==> src/rtl/isa_pkg.sv <==
// Shared ISA definitions: instruction field widths and opcode constants used by
// the loader, the instruction RAM and the decoder.
package isa_pkg;

    localparam int INSTR_W = 17;
    localparam int OPC_W   = 5;
    localparam int OPR_W   = 12;

    typedef logic [OPC_W-1:0] opcode_t;

    localparam opcode_t OP_LDIAC = 5'd5;
    localparam opcode_t OP_NOP   = 5'd28;
    localparam opcode_t OP_CLAC  = 5'd30;
    localparam opcode_t OP_ENDOP = 5'd31;

    function automatic opcode_t get_opcode(input logic [INSTR_W-1:0] instr);
        return instr[INSTR_W-1 -: OPC_W];
    endfunction

endpackage

==> src/rtl/instr_loader.sv <==
// Byte-stream program loader: packs 3 big-endian bytes per instruction and writes
// instruction RAM from address 0 until endop. Optional trailing checksum: INSTR_LOADER_CSUM_EN.
module instr_loader
    import isa_pkg::*;
#(
    parameter int ADDR_W = 11
) (
    input  logic                clk,
    input  logic                rst,
    input  logic                load_start,
    input  logic [7:0]          rx_data,
    input  logic                rx_valid,
    output logic                rx_ready,
    output logic                wr_en,
    output logic [ADDR_W-1:0]   wr_addr,
    output logic [INSTR_W-1:0]  wr_data,
    output logic                load_busy,
    output logic                load_done,
    output logic                load_err,
    output logic                cpu_start,
    output logic [ADDR_W:0]     word_count
);

    typedef enum logic [2:0] {
        ST_IDLE  = 3'd0,
        ST_B0    = 3'd1,
        ST_B1    = 3'd2,
        ST_B2    = 3'd3,
        ST_WRITE = 3'd4,
`ifdef INSTR_LOADER_CSUM_EN
        ST_CSUM  = 3'd5,
`endif
        ST_DONE  = 3'd6,
        ST_ERR   = 3'd7
    } state_t;

    state_t             state_q, state_d;
    logic [ADDR_W-1:0]  addr_q, addr_d;
    logic [ADDR_W:0]    count_q, count_d;
    logic               b0_q, b0_d;
    logic [7:0]         b1_q, b1_d;
    logic [7:0]         b2_q, b2_d;
    logic               cpu_start_q, cpu_start_d;
`ifdef INSTR_LOADER_CSUM_EN
    logic [7:0]         csum_q, csum_d;
`endif

    logic               rx_take;
    logic [INSTR_W-1:0] word;

    assign word    = {b0_q, b1_q, b2_q};
    assign rx_take = rx_valid && rx_ready;

    always_comb begin
        state_d  = state_q;
        addr_d   = addr_q;
        count_d  = count_q;
        b0_d     = b0_q;
        b1_d     = b1_q;
        b2_d     = b2_q;
        rx_ready = 1'b0;
        wr_en    = 1'b0;
`ifdef INSTR_LOADER_CSUM_EN
        csum_d   = csum_q;
`endif

        case (state_q)
            ST_IDLE, ST_DONE, ST_ERR: begin
                if (load_start) begin
                    state_d = ST_B0;
                    addr_d  = '0;
                    count_d = '0;
`ifdef INSTR_LOADER_CSUM_EN
                    csum_d  = '0;
`endif
                end
            end
            ST_B0: begin
                rx_ready = 1'b1;
                if (rx_take) begin
                    // Only bit 0 carries instruction data; anything above is a framing error.
                    if (rx_data[7:1] != 7'd0) begin
                        state_d = ST_ERR;
                    end else begin
                        b0_d    = rx_data[0];
                        state_d = ST_B1;
                    end
`ifdef INSTR_LOADER_CSUM_EN
                    csum_d = csum_q ^ rx_data;
`endif
                end
            end
            ST_B1: begin
                rx_ready = 1'b1;
                if (rx_take) begin
                    b1_d    = rx_data;
                    state_d = ST_B2;
`ifdef INSTR_LOADER_CSUM_EN
                    csum_d  = csum_q ^ rx_data;
`endif
                end
            end
            ST_B2: begin
                rx_ready = 1'b1;
                if (rx_take) begin
                    b2_d    = rx_data;
                    state_d = ST_WRITE;
`ifdef INSTR_LOADER_CSUM_EN
                    csum_d  = csum_q ^ rx_data;
`endif
                end
            end
            ST_WRITE: begin
                wr_en   = 1'b1;
                count_d = count_q + (ADDR_W+1)'(1);
                addr_d  = addr_q + ADDR_W'(1);
                if (get_opcode(word) == OP_ENDOP) begin
`ifdef INSTR_LOADER_CSUM_EN
                    state_d = ST_CSUM;
`else
                    state_d = ST_DONE;
`endif
                end else if (addr_q == {ADDR_W{1'b1}}) begin
                    // Last RAM slot consumed without endop: program does not fit.
                    state_d = ST_ERR;
                end else begin
                    state_d = ST_B0;
                end
            end
`ifdef INSTR_LOADER_CSUM_EN
            ST_CSUM: begin
                rx_ready = 1'b1;
                if (rx_take) begin
                    state_d = (rx_data == csum_q) ? ST_DONE : ST_ERR;
                end
            end
`endif
            default: state_d = ST_IDLE;
        endcase

        cpu_start_d = (state_d == ST_DONE) && (state_q != ST_DONE);
    end

    always_ff @(posedge clk or posedge rst) begin
        if (rst) begin
            state_q     <= ST_IDLE;
            addr_q      <= '0;
            count_q     <= '0;
            b0_q        <= 1'b0;
            b1_q        <= '0;
            b2_q        <= '0;
            cpu_start_q <= 1'b0;
`ifdef INSTR_LOADER_CSUM_EN
            csum_q      <= '0;
`endif
        end else begin
            state_q     <= state_d;
            addr_q      <= addr_d;
            count_q     <= count_d;
            b0_q        <= b0_d;
            b1_q        <= b1_d;
            b2_q        <= b2_d;
            cpu_start_q <= cpu_start_d;
`ifdef INSTR_LOADER_CSUM_EN
            csum_q      <= csum_d;
`endif
        end
    end

    assign wr_addr    = addr_q;
    assign wr_data    = word;
    assign word_count = count_q;
    assign cpu_start  = cpu_start_q;
    assign load_done  = (state_q == ST_DONE);
    assign load_err   = (state_q == ST_ERR);
`ifdef INSTR_LOADER_CSUM_EN
    assign load_busy  = (state_q == ST_B0) || (state_q == ST_B1) || (state_q == ST_B2) ||
                        (state_q == ST_WRITE) || (state_q == ST_CSUM);
`else
    assign load_busy  = (state_q == ST_B0) || (state_q == ST_B1) || (state_q == ST_B2) ||
                        (state_q == ST_WRITE);
`endif

endmodule
==> config.mk <==
export PLATFORM = sky130hd
export DESIGN_NAME = instr_loader
export DESIGN_NICKNAME = d
export VERILOG_FILES = /design/src/rtl/isa_pkg.sv /design/src/rtl/instr_loader.sv
export SDC_FILE = /design/constraint.sdc
export NUM_CORES = 1
export LEC_CHECK = 0
export BUFFER_PORTS_ARGS = -buffer_cell sky130_fd_sc_hd__buf_2
export CORE_ASPECT_RATIO = 0.8
export CORE_MARGIN = 1
export CORE_UTILIZATION = 47
export CTS_BUF_LIST = sky130_fd_sc_hd__clkbuf_8 sky130_fd_sc_hd__clkbuf_16
export CTS_CLUSTER_SIZE = 8
export DETAILED_ROUTE_END_ITERATION = 10
export PLACE_DENSITY = 0.75
export SETUP_SLACK_MARGIN = 0.4
export SYNTH_ARGS = -nofsm -noshare
export SYNTH_HDL_FRONTEND = slang
export SYNTH_SLANG_ARGS = --single-unit
export TNS_END_PERCENT = 1
==> constraint.sdc <==
create_clock -name clk -period 1.8 [get_ports clk]
set_clock_uncertainty 0.2 [all_clocks]
set_input_delay 0.18 -clock clk [delete_from_list [all_inputs] [get_ports clk]]
set_output_delay 0.18 -clock clk [all_outputs]
set_load 0.05 [all_outputs]
* Word level (Yosys, flattened, before mapping)
Cells that the tools add are included.
Word-level totals: register bits after elaboration 44, bits of input ports 12, output and inout port bits 46, logic and storage cells 49
Operators by class: add/sub/neg operators 2, eq/ne operators 11, multiplexer cells 14, bitwise operators 1, reduce and logical (&&, ||, !) cells 14
Operators with widths (count):
- $pmux W12 S2 | 1
- $pmux W11 S2 | 1
- $mux W3 | 7
- $pmux W3 S5 | 1
- $add A12 B1 Y12 const B | 1
- $eq A3 B3 Y1 const B | 4
- $mux W12 | 1
- $add A11 B1 Y11 const B | 1
- $eq A11 B11 Y1 const B | 1
- $mux W11 | 1
- $reduce_bool A7 Y1 | 1
- $eq A3 B2 Y1 const B | 2
- $reduce_and A2 Y1 | 3
- $reduce_or A3 Y1 | 2
- $eq A5 B5 Y1 const B | 1
- $eq A3 B1 Y1 const B | 1
- $logic_not A3 Y1 | 1
- $logic_or A1 B1 Y1 | 3
- $ne A3 B3 Y1 const B | 1
- $reduce_and A3 Y1 | 1
- $logic_and A1 B1 Y1 | 2
- $mux W1 | 2
- $ne A2 B2 Y1 const B | 1
- $reduce_bool A2 Y1 | 1
- $not A1 Y1 | 1

* Depth between registers and ports, before layout
Gate-level depths: netlist of run 1.
depth after elaboration 8, depth in mapped cells 7, mapped depth without buffers 5

* Least setup slack after synthesis of run 1
Ideal clock, no wire load.
path kind register to register, start reg addr_q[2] (netlist: wr_addr[2]), end reg addr_q[8] (netlist: wr_addr[8]), setup time 0.145 ns, arrival time 1.660 ns, required time 1.455 ns, slack -0.204 ns, stages on the path, launching flop included 6, path buffers 1, clock period less this slack 2.004 ns, cell sequence dfrtp_1 > clkbuf_1 > nand4_1 > or2_2 > o211ai_1 > o31ai_1
On the way: word-level cells in the longest chain between the ends 2
RTL lines:
- start: declaration | line instr_loader.sv:38 | logic [ADDR_W-1:0] addr_q, addr_d;
- start signal: assignment | line instr_loader.sv:158 | addr_q <= addr_d;
- $add A11 B1 Y11 | line instr_loader.sv:116 | addr_d = addr_q + ADDR_W'(1);
- $pmux W11 S2 | line instr_loader.sv:67 | case (state_q)
Every way passes these cells. A chain may end at the register's enable or synchronous reset.

* Final worst setup path of run 1
start reg state_q[2], end reg b0_q
On the way: word-level cells in the longest chain between the ends 5, elaborated cells on any way between the ends 7, those cells by class eq/ne (3); mux (1); reduce/logical (3)
RTL lines:
- start: declaration | line instr_loader.sv:37 | state_t state_q, state_d;
- start signal: assignment | line instr_loader.sv:157 | state_q <= state_d;
- $eq A3 B1 Y1 / $eq A3 B2 Y1 (equally long branches) | line instr_loader.sv:67
- $reduce_or A3 Y1 (no line)
- $mux W1 | line instr_loader.sv:67
- $logic_and A1 B1 Y1 | line instr_loader.sv:52 | assign rx_take = rx_valid && rx_ready;
- $reduce_and A3 Y1 (no line) (*)
- end signal: assignment | line instr_loader.sv:149 | b0_q <= 1'b0;
- end signal: assignment | line instr_loader.sv:160 | b0_q <= b0_d;
- end: declaration | line instr_loader.sv:40 | logic b0_q, b0_d;
Every way passes the cells marked *; elsewhere a longest branch is shown, timed or not.

==> flow_summary.yaml, run 1 <==
synth:
  synth_edf_count: 0
  syn_area_per_cell_um2: 10.35
  ys_seq_area_frac: 0.5066
  synth_warnings: 0
  synth_ff_type: "dfrtp_1"
  synthCells: 210
  yosysUniqueCellTypes: 42
  syn-num-nets: 224
  synth-seq-cells: 44
  synthArstFlopShare: 1.000
  synth_area_mm2: 0.002173
sta:
  finalSetupTns_ns: 0
  slew_violations: 0
  finalSetupViolCount: 0
  hold_viol: 0
  max_slew_margin: 0.6345
  tightestPinTransition_ns: 0.5483
  whs_ns: 0.1315
  min_period_ns: 1.773
  grt_setup_unrepaired: "yes"
  max_freq_mhz: 563.9
  finalCritPeriodShare: 0.9852
route:
  first_pass_iters: 5
  drt_wl_total_mm: 5.122
  drt_iter0_markers: 126
  routedWlPerCell_um: 14.76
  vias: 1910
  ant_nets: 0
  drt-vias-per-instance: 5.504
  drc: 0
power:
  p_per_area_mw_per_mm2: 1672
  leakage_nw: 1.403
  p_total_mw: 5.074
  peakVddDrop_mv: 1.249
global_route:
  grt_pass1_vias: 1776
  grt_max_degree: 45
  grt_usage: 0.2212
  antenna_found_initial: 0
  grt_pass1_wl_mm: 8.452
  overflow: 0
worst_hold_path:
  hp-class: "input port to register"
final_layout:
  multi_input_area_mm2: 0.001081
  stdcell_area_mm2: 0.003034
  syn_to_final_growth_pct: 39.61
  nets: 303
  regArea_mm2: 0.001119
  finalCoreUtilization: 0.7041
  drive_gt1_frac: 0.4517
  nFillCells: 321
  antenna_cells_inserted: 0
die:
  start_util: 0.5044
  row_count: 21
  die_w_um: 78.03
  ios: 58
  core_area_mm2: 0.004309
  die_h_um: 62.82
  die_area_mm2: 0.004902
placed_design:
  dpl.hpwl_mm: 3.407
  routabilityCongestion: 0.8158
  place_area_mm2: 0.002631
  io_buffers: 57
clock_network:
  clock_latency_ns: 0.30
  cts_buffers: 5
  clockBufferDepth: 2
  cts_tree: "done"
  cts-root-buf: "clkbuf_8"
  clk_pin_slew_ns: 0.08
  htreeDepth: 2
  cts.sinks: 44
setup_path:
  reg2reg_slack_ns: 0.03
  critPathMaxFanout: 4
  setup.worst_path.end_class: "register"
  cp.required_ns: 1.78
  crit_type: "register to register"
  startpoint_type: "register"
  crit_arrival_ns: 1.75
flow_run:
  cap_violations: 0
status:
  status: "complete, no violations"
power breakdown:
part / internal [mW] / leakage [nW] / switching, mW
sequential: 1.29 / 0.551 / 0.245
combinational: 0.992 / 0.793 / 1.82
clock: 0.406 / 0.0593 / 0.327
kinds of logic (layout without fill, tap and decap cells):
kind of cell	Yosys count	count (layout)	synth area share
compound gates	44	44	0.1203
fa+ha+maj	2	2	0.01151
mux	21	21	0.1065
simple gates	79	79	0.2021
flops	44	44	0.5066
buf+inv	17	97	0.04087
xor+xnor	3	3	0.01209
layout make-up:
type,instances,area share
Inverter,6,0.009897
Sequential cell,44,0.3687
Tap cell,57,0.02351
Multi-Input combinational cell,149,0.3563
Clock inverter,3,0.01278
Timing Repair Buffer,83,0.2062
Clock buffer,5,0.02268
cells in the mapped netlist, drive strengths merged (2+ instances only):
cell type | n | area [um^2]
mux2i | 4 | 40.04
xnor2 | 3 | 26.28
o211ai | 4 | 30.03
mux2 | 17 | 191.4
nor3 | 6 | 40.04
dfrtp | 44 | 1101
nand4 | 7 | 58.81
a31oi | 6 | 37.54
inv | 5 | 18.76
a21oi | 2 | 10.01
nand3 | 13 | 65.06
buf | 7 | 46.29
and3 | 3 | 18.77
nor4 | 2 | 12.51
nor2 | 12 | 45.04
nand2 | 24 | 90.09
clkbuf | 4 | 15.01
o31ai | 3 | 22.52
nor3b | 2 | 15.01
ha | 2 | 25.02
o31a | 2 | 17.52
o21ai | 24 | 120.1
placed cells by master (no fill, tap or decap), types with 2 or more instances in the layout:
master	Yosys	layout
o21ai_1	1	7
o31ai_1	3	3
nand4_1	6	6
dlygate4sd3_1	0	9
o211ai_1	4	4
dfrtp_1	44	30
mux2i_1	4	4
a31oi_1	6	6
a21oi_1	2	2
nor3_2	2	2
mux2_4	0	4
xnor2_1	3	2
buf_8	0	3
and3_1	3	3
buf_2	4	42
o21ai_0	23	17
nor2_2	0	4
buf_12	0	2
buf_6	1	10
inv_1	4	5
buf_4	2	14
nand2_1	24	23
nor2_1	12	8
nand3_1	13	12
mux2_2	17	13
nor3_1	4	4
dfrtp_2	0	14
clkbuf_8	0	5
clkbuf_4	0	3
nor3b_1	2	2
per-layer routing:
metal / routed length [um] / GRT usage / vias to the layer above / share of wire
met3: 215 / 0.04818 / 0 / 0.042
met2: 2535 / 0.3451 / 58 / 0.49
met4: 0 / 0.05556 / 0 / 0
met1: 2371 / 0.3143 / 931 / 0.46
li1: - / - / 921 / -
met5: 0 / 0 / - / 0
worst max-delay path: stages, from the launching register on:
cell	delay [ns]
dfrtp_1	0.42
buf_6	0.13
and3b_1	0.28
nor3b_1	0.25
mux2_2	0.38
flip-flops by register name, indices dropped and copies added, names as in the netlist:
| name | flops |
|---|---|
| b0_q | 1 |
| b1_q | 8 |
| b2_q | 8 |
| cpu_start | 1 |
| state_q | 3 |
| word_count | 12 |
| wr_addr | 11 |
path summary, 6_finish.rpt:
| kind | startpoint | endpoint | cells after the start |
|---|---|---|---|
| min in group asynchronous | rst | b1_q[3] | 4 |
| max in group asynchronous | rst | word_count[3] | 4 |
| worst max register to register | state_q[2] | b0_q | 4 |
| worst max-delay path | state_q[2] | b0_q | 4 |
| worst min register to register | wr_addr[5] | wr_addr[5] | 1 |
| worst min-delay path | load_start | state_q[2] | 4 |
timing repair:
action	4_1_cts	5_1_grt
hold buffers	9	0
resized for setup	7	58
setup buffers	3	2
endpoints found under the setup margin	59	60
cloned	0	0
endpoints found under the hold margin	61	0
pin swaps	0	6
stage by stage:
stage / std cells / setup slack (ns)
finish: 347 / 0.02657
global route: 347 / -0.02255
CTS: 345 / 0.02529
detailed placement: 325 / 0.01084
global placement: 325 / 0.06470
floorplan: 210 / 0.04783
Note: power is estimated with default switching activity, not from simulation.
==> run 2: changes to the inputs <==
ABC_AREA = 1   (was not set)
CORE_UTILIZATION = 48   (was 47)
PLACE_DENSITY = 0.76   (was 0.75)
==> flow_summary.yaml, run 2 <==
status:
  status: "complete, no violations"
global_route:
  grt_max_degree: 27
  grt_pass1_wl_mm: 9.708
  antenna_found_initial: 0
  overflow: 0
  grt_pass1_vias: 2160
  grt_usage: 0.2410
power:
  peakVddDrop_mv: 1.083
  leakage_nw: 1.637
  p_per_area_mw_per_mm2: 1454
synth:
  synth_compound_area_frac: 0.1073
  synth-seq-cells: 44
  synth_top_cell_area_share: 0.4676
  synthTopCellsByArea: "dfrtp_1, nand2_1, nand3_1, inv_1, o21ai_0"
  synth_top_area_cell: "dfrtp_1"
  synth_top_family_by_area: "simple AND/OR/NAND/NOR gates"
  synth_ff_type: "dfrtp_1"
  syn_area_per_cell_um2: 7.771
  synthArstFlopShare: 1.000
  muxShareOfSynthArea: 0
  yosysMostFrequentCell: "nand2_1"
  synthAdderAreaFrac: 0.01063
  synth_warnings: 0
  synth_edf_count: 0
  synth-xor-area-share: 0
  ys_top_cells_by_count: "nand2_1, dfrtp_1, inv_1"
  yosysUniqueCellTypes: 24
  synth_area_mm2: 0.002355
  synthCells: 303
  yosys.area_share.simple: 0.3193
  syn-num-nets: 317
  ys_seq_area_frac: 0.4676
final_layout:
  stdcell_area_mm2: 0.003108
  fin_cells: 447
  drive_gt1_frac: 0.3178
  antenna_cells_inserted: 0
  largest_reg_flops: 12
  finalCoreUtilization: 0.6681
  syn_to_final_growth_pct: 31.99
  nets: 400
  mostFrequentLayoutCells: "nand2_1, buf_2, inv_1"
  nFillCells: 373
  mostFrequentLayoutCell: "nand2_1"
sta:
  grt_setup_unrepaired: "yes"
  max_freq_mhz: 603.1
  tightestPinTransition_ns: 0.7060
  hold_viol: 0
  layout_setup_ws_ns: 0.1418
  max_slew_margin: 0.5264
  finalCritPeriodShare: 0.9212
  slew_violations: 0
  finalSetupTns_ns: 0
  min_period_ns: 1.658
  finalSetupViolCount: 0
die:
  core_area_mm2: 0.004652
  die_w_um: 80.31
  row_count: 22
  ios: 58
  die_area_mm2: 0.005192
  start_util: 0.5062
  die_h_um: 64.65
route:
  vias: 2265
  drt_wl_total_mm: 5.544
  ant_nets: 0
  dr_wl_met2_mm: 2.583
  drt_iter0_markers: 119
  wl_met1_mm: 2.672
  drc: 0
  drt-vias-per-instance: 5.067
  route.met3.wl_um: 212
  first_pass_iters: 4
  top_layer: "met4"
  routedWlPerCell_um: 12.40
placed_design:
  io_buffers: 57
  pre_cts_ws_ns: 0.1629
  place_area_mm2: 0.002754
  routabilityCongestion: 0.8196
  place_inst: 418
  dpl.hpwl_mm: 3.810
clock_network:
  cts_tree: "done"
  cts_buffers: 5
  cts.sinks: 44
  htreeDepth: 2
  cts-root-buf: "clkbuf_8"
  clk_pin_slew_ns: 0.08
  clockBufferDepth: 2
  clock_latency_ns: 0.30
flow_run:
  cap_violations: 0
setup_path:
  setup.worst_path.end_class: "output pin"
  crit_arrival_ns: 1.28
  critPathMaxFanout: 4
  cp.required_ns: 1.42
  startpoint: "state_q[0]"
  startpoint_type: "register"
  reg2reg_from: "state_q[2]"
  crit_type: "register to output pin"
worst_hold_path:
  hold_path.startpoint: "rx_valid"
  hp-class: "input port to register"
## run 2: timing repair
| item | CTS | global route |
|---|---|---|
| hold buffers | 11 | 0 |
| resized for setup | 19 | 1 |
| pin swaps | 2 | 0 |
| buffers inserted | 8 | 2 |
| endpoints found under the setup margin | 52 | 68 |
| endpoints found under the hold margin | 32 | 0 |
## run 2: logic make-up (layout without fill, tap and decap cells)
family	count (synthesis)	count (layout)
flops	44	44
buf+inv	48	132
compound gates	41	41
fa+ha+maj	2	2
simple gates	168	168
## run 2: final timing paths
path                              end  slack [ns]  depth (start not counted)
setup / recovery            load_busy        0.14                          4
hold / removal             state_q[0]        0.08                          4
setup reg to reg           state_q[0]        0.19                          7
hold reg to reg               b2_q[3]        0.28                          2
max in group asynchronous  wr_addr[1]        0.62                          4
min in group asynchronous     b2_q[0]        0.25                          3
## run 2: worst max-delay path, cell delays in order, from the launching register on
cell     delay [ns]
dfrtp_2        0.46
buf_6          0.14
o21ai_4        0.16
nand2_2        0.08
buf_8          0.15
## run 2: layout make-up
| type | instances | area [um^2] | area share |
|---|---|---|---|
| Sequential cell | 44 | 1119 | 0.3599 |
| Clock buffer | 5 | 68.82 | 0.02214 |
| Inverter | 41 | 163.9 | 0.05274 |
| Clock inverter | 3 | 38.79 | 0.01248 |
| Multi-Input combinational cell | 211 | 1087 | 0.3498 |
| Timing Repair Buffer | 83 | 555.5 | 0.1787 |
| Tap cell | 60 | 75.07 | 0.02415 |
## run 2: power by group
part | total, mW | leakage, nW | internal, mW | switching, mW
clock | 0.749 | 0.0593 | 0.407 | 0.342
sequential | 1.45 | 0.560 | 1.23 | 0.226
combinational | 2.32 | 1.02 | 0.701 | 1.61
total | 4.52 | 1.64 | 2.34 | 2.18
## run 2: per-layer routing
metal | track usage | up-vias
met4 | 0.07143 | 0
met1 | 0.3354 | 1076
met3 | 0.04507 | 9
met5 | 0 | -
li1 | - | 1133
met2 | 0.3825 | 47
## run 2: through the flow
| stage | power, mW | hold slack [ns] |
|---|---|---|
| 2_1_floorplan | 3.056 | 0.09804 |
| 3_3_place_gp | 3.440 | 0.03493 |
| 3_5_place_dp | 3.478 | 0.03432 |
| 4_1_cts | 4.492 | 0.07041 |
| 5_1_grt | 4.798 | 0.09217 |
| 6_report | 4.519 | 0.07865 |
